### src/rtl/reg_gpr_banked_n_if.sv
// reg_gpr_banked_n_if: register file bus grouping read, write, load-issue and load-return signals.
// Ports (master drives / slave receives):
//   bank_sel                 bank used for reads, port-0 writes and load issue
//   rs/rt/rn_id -> _val      three combinational read ports
//   wr0_id, wr0_val, ex_hold execute write port and pipeline hold
//   ld_issue, ld_id -> ld_tag  load issue and its physical tag
//   wr1_en, wr1_tag, wr1_val load-return write port addressed by tag
//   stall                    read of a register with an outstanding load
interface reg_gpr_banked_n_if #(
    parameter int XLEN   = 32,
    parameter int NBANKS = 2
);
    localparam int BW = NBANKS > 1 ? $clog2(NBANKS) : 1;
    localparam int TW = $clog2(NBANKS * 16);
    logic [BW-1:0]   bank_sel;
    logic [6:0]      rs_id, rt_id, rn_id;
    logic [XLEN-1:0] rs_val, rt_val, rn_val;
    logic [6:0]      wr0_id;
    logic [XLEN-1:0] wr0_val;
    logic            ex_hold;
    logic            ld_issue;
    logic [6:0]      ld_id;
    logic [TW-1:0]   ld_tag;
    logic            wr1_en;
    logic [TW-1:0]   wr1_tag;
    logic [XLEN-1:0] wr1_val;
    logic            stall;
    modport master (
        output bank_sel, rs_id, rt_id, rn_id, wr0_id, wr0_val, ex_hold,
               ld_issue, ld_id, wr1_en, wr1_tag, wr1_val,
        input  rs_val, rt_val, rn_val, ld_tag, stall
    );
    modport slave (
        input  bank_sel, rs_id, rt_id, rn_id, wr0_id, wr0_val, ex_hold,
               ld_issue, ld_id, wr1_en, wr1_tag, wr1_val,
        output rs_val, rt_val, rn_val, ld_tag, stall
    );
endinterface

### src/rtl/reg_gpr_banked_n.sv
// reg_gpr_banked_n: 16-entry GPR file with banked low registers, write bypass and load scoreboard.
// Ports:
//   clock, reset  clock and synchronous active-high reset
//   bus           reg_gpr_banked_n_if slave: reads, wr0/wr1 writes, load issue, stall
module reg_gpr_banked_n #(
    parameter int XLEN    = 32,
    parameter int NBANKS  = 2,
    parameter int NBANKED = 8
) (
    input logic               clock,
    input logic               reset,
    reg_gpr_banked_n_if.slave bus
);
    localparam int NT = NBANKS * 16;
    localparam int TW = $clog2(NT);
    localparam int BW = NBANKS > 1 ? $clog2(NBANKS) : 1;

    logic [XLEN-1:0] regs_q [NT];
    logic [XLEN-1:0] regs_d [NT];
    logic [NT-1:0]   pend_q, pend_d;
    // Tag was overwritten by wr0 while its load was outstanding; the late return is dropped.
    logic [NT-1:0]   sq_q, sq_d;
    logic            wr0_en, wr1_ok, ld_en, stall_c;
    logic [TW-1:0]   wr0_t, ld_t;
    logic [6:0]      rid [3];
    logic [TW-1:0]   rtag [3];
    logic [XLEN-1:0] rv [3];

    function automatic logic [TW-1:0] tag_of(input logic [6:0] id, input logic [BW-1:0] bs);
        logic [BW-1:0] bk;
        bk = (32'(id[3:0]) < NBANKED) ? bs : '0;
        return TW'({bk, id[3:0]});
    endfunction

    function automatic logic id_ok(input logic [6:0] id);
        return id[6:4] == 3'd0;
    endfunction

    assign rid[0] = bus.rs_id;
    assign rid[1] = bus.rt_id;
    assign rid[2] = bus.rn_id;
    assign wr0_en = !bus.ex_hold && id_ok(bus.wr0_id);
    assign wr0_t  = tag_of(bus.wr0_id, bus.bank_sel);
    assign wr1_ok = bus.wr1_en && !sq_q[bus.wr1_tag];
    assign ld_en  = bus.ld_issue && !bus.ex_hold && id_ok(bus.ld_id);
    assign ld_t   = tag_of(bus.ld_id, bus.bank_sel);

    always_comb begin
        stall_c = 1'b0;
        for (int i = 0; i < 3; i++) begin
            rtag[i] = tag_of(rid[i], bus.bank_sel);
            rv[i] = !id_ok(rid[i]) ? '0 :
                    (wr0_en && wr0_t == rtag[i]) ? bus.wr0_val :
                    (wr1_ok && bus.wr1_tag == rtag[i]) ? bus.wr1_val : regs_q[rtag[i]];
            stall_c = stall_c | (id_ok(rid[i]) && pend_q[rtag[i]] &&
                                 !(wr1_ok && bus.wr1_tag == rtag[i]));
        end
    end

    assign bus.rs_val = rv[0];
    assign bus.rt_val = rv[1];
    assign bus.rn_val = rv[2];
    assign bus.stall  = stall_c;
    assign bus.ld_tag = ld_t;

    // Statement order encodes priority: wr0 over wr1 for data, issue over completion for pending.
    always_comb begin
        regs_d = regs_q;
        pend_d = pend_q;
        sq_d   = sq_q;
        if (bus.wr1_en) sq_d[bus.wr1_tag] = 1'b0;
        if (wr1_ok) begin
            regs_d[bus.wr1_tag] = bus.wr1_val;
            pend_d[bus.wr1_tag] = 1'b0;
        end
        if (wr0_en) begin
            regs_d[wr0_t] = bus.wr0_val;
            if (pend_q[wr0_t] && !(wr1_ok && bus.wr1_tag == wr0_t)) sq_d[wr0_t] = 1'b1;
            pend_d[wr0_t] = 1'b0;
        end
        if (ld_en) pend_d[ld_t] = 1'b1;
    end

    always_ff @(posedge clock) begin
        if (reset) begin
            regs_q <= '{default: '0};
            pend_q <= '0;
            sq_q   <= '0;
        end else begin
            regs_q <= regs_d;
            pend_q <= pend_d;
            sq_q   <= sq_d;
        end
    end
endmodule

### src/flat_wrapper.sv
// flat-port wrapper written by rule: the top's interface ports become plain ports
module reg_gpr_banked_n_flat 
#(
    parameter int XLEN    = 32,
    parameter int NBANKS  = 2,
    parameter int NBANKED = 8
)
  (clock, reset, bus_bank_sel, bus_rs_id, bus_rt_id, bus_rn_id, bus_wr0_id, bus_wr0_val, bus_ex_hold, bus_ld_issue, bus_ld_id, bus_wr1_en, bus_wr1_tag, bus_wr1_val, bus_rs_val, bus_rt_val, bus_rn_val, bus_ld_tag, bus_stall);
  reg_gpr_banked_n_if #(.XLEN(XLEN), .NBANKS(NBANKS)) bus_i ();
  input logic clock;
  input logic reset;
  input wire logic [$bits(bus_i.bank_sel)-1:0] bus_bank_sel;
  input wire logic [$bits(bus_i.rs_id)-1:0] bus_rs_id;
  input wire logic [$bits(bus_i.rt_id)-1:0] bus_rt_id;
  input wire logic [$bits(bus_i.rn_id)-1:0] bus_rn_id;
  input wire logic [$bits(bus_i.wr0_id)-1:0] bus_wr0_id;
  input wire logic [$bits(bus_i.wr0_val)-1:0] bus_wr0_val;
  input wire logic [$bits(bus_i.ex_hold)-1:0] bus_ex_hold;
  input wire logic [$bits(bus_i.ld_issue)-1:0] bus_ld_issue;
  input wire logic [$bits(bus_i.ld_id)-1:0] bus_ld_id;
  input wire logic [$bits(bus_i.wr1_en)-1:0] bus_wr1_en;
  input wire logic [$bits(bus_i.wr1_tag)-1:0] bus_wr1_tag;
  input wire logic [$bits(bus_i.wr1_val)-1:0] bus_wr1_val;
  output wire logic [$bits(bus_i.rs_val)-1:0] bus_rs_val;
  output wire logic [$bits(bus_i.rt_val)-1:0] bus_rt_val;
  output wire logic [$bits(bus_i.rn_val)-1:0] bus_rn_val;
  output wire logic [$bits(bus_i.ld_tag)-1:0] bus_ld_tag;
  output wire logic [$bits(bus_i.stall)-1:0] bus_stall;
  assign bus_i.bank_sel = bus_bank_sel;
  assign bus_i.rs_id = bus_rs_id;
  assign bus_i.rt_id = bus_rt_id;
  assign bus_i.rn_id = bus_rn_id;
  assign bus_i.wr0_id = bus_wr0_id;
  assign bus_i.wr0_val = bus_wr0_val;
  assign bus_i.ex_hold = bus_ex_hold;
  assign bus_i.ld_issue = bus_ld_issue;
  assign bus_i.ld_id = bus_ld_id;
  assign bus_i.wr1_en = bus_wr1_en;
  assign bus_i.wr1_tag = bus_wr1_tag;
  assign bus_i.wr1_val = bus_wr1_val;
  assign bus_rs_val = bus_i.rs_val;
  assign bus_rt_val = bus_i.rt_val;
  assign bus_rn_val = bus_i.rn_val;
  assign bus_ld_tag = bus_i.ld_tag;
  assign bus_stall = bus_i.stall;
  reg_gpr_banked_n #(.XLEN(XLEN), .NBANKS(NBANKS), .NBANKED(NBANKED)) u_core (.clock(clock), .reset(reset), .bus(bus_i));
endmodule
### config.mk
export PLATFORM = sky130hd
export DESIGN_NAME = reg_gpr_banked_n_flat
export DESIGN_NICKNAME = d
export VERILOG_FILES = /design/src/rtl/reg_gpr_banked_n_if.sv /design/src/rtl/reg_gpr_banked_n.sv /design/src/flat_wrapper.sv
export SDC_FILE = /design/constraint.sdc
export NUM_CORES = 2
export LEC_CHECK = 0
export CAP_MARGIN = 20
export CELL_PAD_IN_SITES_DETAIL_PLACEMENT = 0
export CELL_PAD_IN_SITES_GLOBAL_PLACEMENT = 2
export CORE_MARGIN = 5
export CORE_UTILIZATION = 45
export DETAILED_ROUTE_END_ITERATION = 8
export PLACE_DENSITY_LB_ADDON = 0.1
export RECOVER_POWER = 25
export SLEW_MARGIN = 20
export SYNTH_ARGS = -nofsm -noshare
export SYNTH_HDL_FRONTEND = slang
export SYNTH_SLANG_ARGS = --single-unit
### constraint.sdc
create_clock -name clock -period 11.6 [get_ports clock]
set_clock_uncertainty 0.15 [all_clocks]
set_input_delay 2.32 -clock clock [delete_from_list [all_inputs] [get_ports clock]]
set_output_delay 2.32 -clock clock [all_outputs]
set_load 0.02 [all_outputs]
==> flow_metrics.env <==
export IMPL_timing_worst_setup_path_type="in -> out"
export IMPL_dieHeight_um=357.6
export IMPL_clk_pin_slew_ns=0.06
export IMPL_grt_usage_pct=40.20
export IMPL_hp_class="reg -> reg"
export IMPL_cts_resized=0
export IMPL_p_sw_share_pct=28.12
export IMPL_power_switching_w=0.001984
export IMPL_synth_area_leaders="dfxtp_1, mux4_2, mux2i_1"
export IMPL_period_share_pct=86.91
export IMPL_yosys_area_top_type="dfxtp_1"
export IMPL_grt_ovfl_total=0
export IMPL_io_pins=212
export IMPL_grt_max_degree=97
export IMPL_ir_worst_vdd_mv=0.1222
export IMPL_final_seq_area_mm2=0.01654
export IMPL_ys_warn_count=0
export IMPL_clockBufferDepth=3
export IMPL_yosys_area_top_type_share_pct=30.42
export IMPL_cp_slowest_stage_delay_ns=1.11
export IMPL_synthArstFlopShare_pct=0
export IMPL_post_synth_top_count_cell="mux2i_1"
export IMPL_gp_congestion=0.8632
export IMPL_combPwrFrac_pct=12.6
export IMPL_drive_gt1_share_pct=23.85
export IMPL_multi_input_area_mm2=0.03511
export IMPL_slew_headroom_pct=-271.9
export IMPL_reg2reg_from="u_core.sq_q[17]"
export IMPL_nets=4740
export IMPL_syn_inst=4902
export IMPL_rsz0062_at_grt="no"
export IMPL_worstPathRequired_ns=9.13
export IMPL_grt_pass1_vias=46239
export IMPL_drtAntennaViolNets=0
export IMPL_vias_per_cell=7.676
export IMPL_syn_avg_cell_area_um2=11.09
export IMPL_ys_ff_latch=826
export IMPL_yosys_cell_types_count=58
export IMPL_postCtsSetupBuffers=0
export IMPL_h_tree_depth=3
export IMPL_fill_cells=10882
export IMPL_wl_um=264300
export IMPL_violations="capacitance limit, slew limit"
export IMPL_period_minus_slack_ns=10.08
export IMPL_synthFlopType="dfxtp_1"
export IMPL_dpl_cell_area_mm2=0.05698
export IMPL_wl_per_cell_um=41.75
export IMPL_drv_slew=322
export IMPL_grt_pass1_wl_um=366100
export IMPL_die_area_mm2=0.1279
export IMPL_syn_to_final_growth_pct=10.76
export IMPL_clock_sinks=826
export IMPL_start_util_pct=45.32
export IMPL_portBuffers=211
export IMPL_pwr_density_cell_mw_per_mm2=117.1
export IMPL_crit_path_start_kind="input port"
export IMPL_fin_tns_setup_ns=0
export IMPL_worstMarginPinSlew_ns=5.579
export IMPL_ys_seq_area_share_pct=30.42
export IMPL_postCtsHoldBufs=0
export IMPL_hp_start="u_core.sq_q[25]"
export IMPL_clock_power_share_pct=46.6
export IMPL_pwr_share_seq_pct=40.8
export IMPL_synthesis_area_mm2=0.05437
export IMPL_cts_root_buffer="clkbuf_16"
export IMPL_antenna_found_initial=12
export IMPL_p_int_w=0.005069
export IMPL_dp_hpwl_um=140500
export IMPL_worst_skew_pair_late_latency_ns=0.70
export IMPL_drv_cap=12
export IMPL_synth_edf_count=0
export IMPL_first_pass_iters=5
export IMPL_cp_end_kind="primary output"
export IMPL_numCtsBuffers=98
export IMPL_num_vias=48588
export IMPL_critPathLaunch="bus_wr1_tag[0]"
export IMPL_final_cell_area_mm2=0.06022
export IMPL_finalSetupViolCount=0
export IMPL_synth_net_count=5012
export IMPL_core_area_mm2=0.1200
export IMPL_cp_slowest_cell="dlygate4sd3_1"
export IMPL_drc=0
export IMPL_cts_tree="done"
export IMPL_status="finished with violations"
export IMPL_ff2ff_setup_slack_ns=5.54
export IMPL_fp_row_count=127
export IMPL_synth_common_cells="mux2i_1, dfxtp_1, o22ai_1"
export IMPL_drt_iter0_drc=7009
export IMPL_dieWidth_um=357.6
export IMPL_p_leak_nw=20.99
export IMPL_max_freq_mhz=99.19
export IMPL_crit_chain="dlygate4sd3_1 -> mux4_2 -> a22o_1 -> a31oi_1 -> clkbuf_1 -> a41oi_4 -> buf_4 -> o211a_1 -> a211oi_1 -> clkdlybuf4s50_1"
export IMPL_hold_viol=0
export IMPL_crit_fanout=18
export IMPL_cp_arrival_ns=7.61
## flip-flops by register name (all words and copies together) (netlist names)
| name | count |
|---|---|
| u_core.regs_q | 768 |
| u_core.sq_q | 32 |
| u_core.pend_q | 26 |
## area by class of cell
type,instances,area share (%)
Multi-Input combinational cell,3347,58.31
Sequential cell,826,27.46
Timing Repair Buffer,347,5.255
Clock buffer,143,4.756
Tap cell,1612,3.350
Clock inverter,35,0.7626
Inverter,10,0.06649
Antenna cell,10,0.04156
## metrics by stage
step,total power [W],setup WS (ns),hold slack (ns),utilization [%],cells
3_5_place_dp,0.003797,2.172,0.3062,47.49,6142
4_1_cts,0.007034,2.158,0.3143,50.26,6320
2_1_floorplan,0.003446,4.523,0.2591,-,4902
6_report,0.007053,1.518,0.3131,50.19,6330
3_3_place_gp,0.003795,2.202,0.2986,47.49,6142
5_1_grt,0.007192,1.406,0.3331,50.17,6321
## final timing paths
path / endpoint / cells after the start
setup / recovery: bus_rs_val[29] / 10
setup reg to reg: u_core.regs_q[673] / 6
hold reg to reg: u_core.sq_q[25] / 1
hold / removal: u_core.sq_q[25] / 1
## logic make-up after synthesis
group                     Yosys count  share of synthesized area [%]
AOI/OAI and AO/OA                1194                          14.11
xor gates and xnor gates           25                         0.4028
buffers and inverters             729                          5.611
DFF                               826                          30.42
muxes                            1582                          44.51
and+or+nand+nor                   546                          4.943
## power groups by stage
stage	logic, W	clock network, W	registers (W)
after floorplan	0.000510	0	0.00294
after global placement	0.000854	0	0.00294
after detailed placement	0.000854	0	0.00294
after CTS	0.000855	0.00330	0.00288
after global routing	0.000895	0.00341	0.00288
final	0.000886	0.00329	0.00288
## worst max-delay path: cells and delay by family
family                 cells  cell delay [ns]
AOI/OAI and AO/OA          5             1.76
buffers and inverters      4             2.90
muxes                      1             0.61
## placed cells by master (no fill, tap or decap), types with 12 or more instances in the layout
cell / instances
nor3_1: 15
dfxtp_1: 826
buf_4: 127
o22ai_1: 751
clkbuf_16: 100
and3_1: 38
clkdlybuf4s50_1: 189
a32oi_1: 13
o21ai_0: 162
o31ai_1: 24
mux2_2: 75
a211oi_1: 119
clkinv_2: 17
xor2_1: 18
nor2b_1: 46
a22oi_1: 70
mux4_2: 661
a2bb2oi_1: 12
and2_1: 63
clkbuf_1: 30
nand2_2: 46
mux2i_1: 846
nor2_1: 80
nand2_1: 163
nand3_1: 26
clkbuf_8: 20
## routing by layer
metal	global-route usage, %	wire length, µm	part of all wire [%]
met5	0	66	0.025
met1	53.28	100800	38
met4	20.57	16790	6.4
met2	59.76	113700	43
met3	12.21	32920	12
No activity file was read; power rests on OpenSTA's default activity.
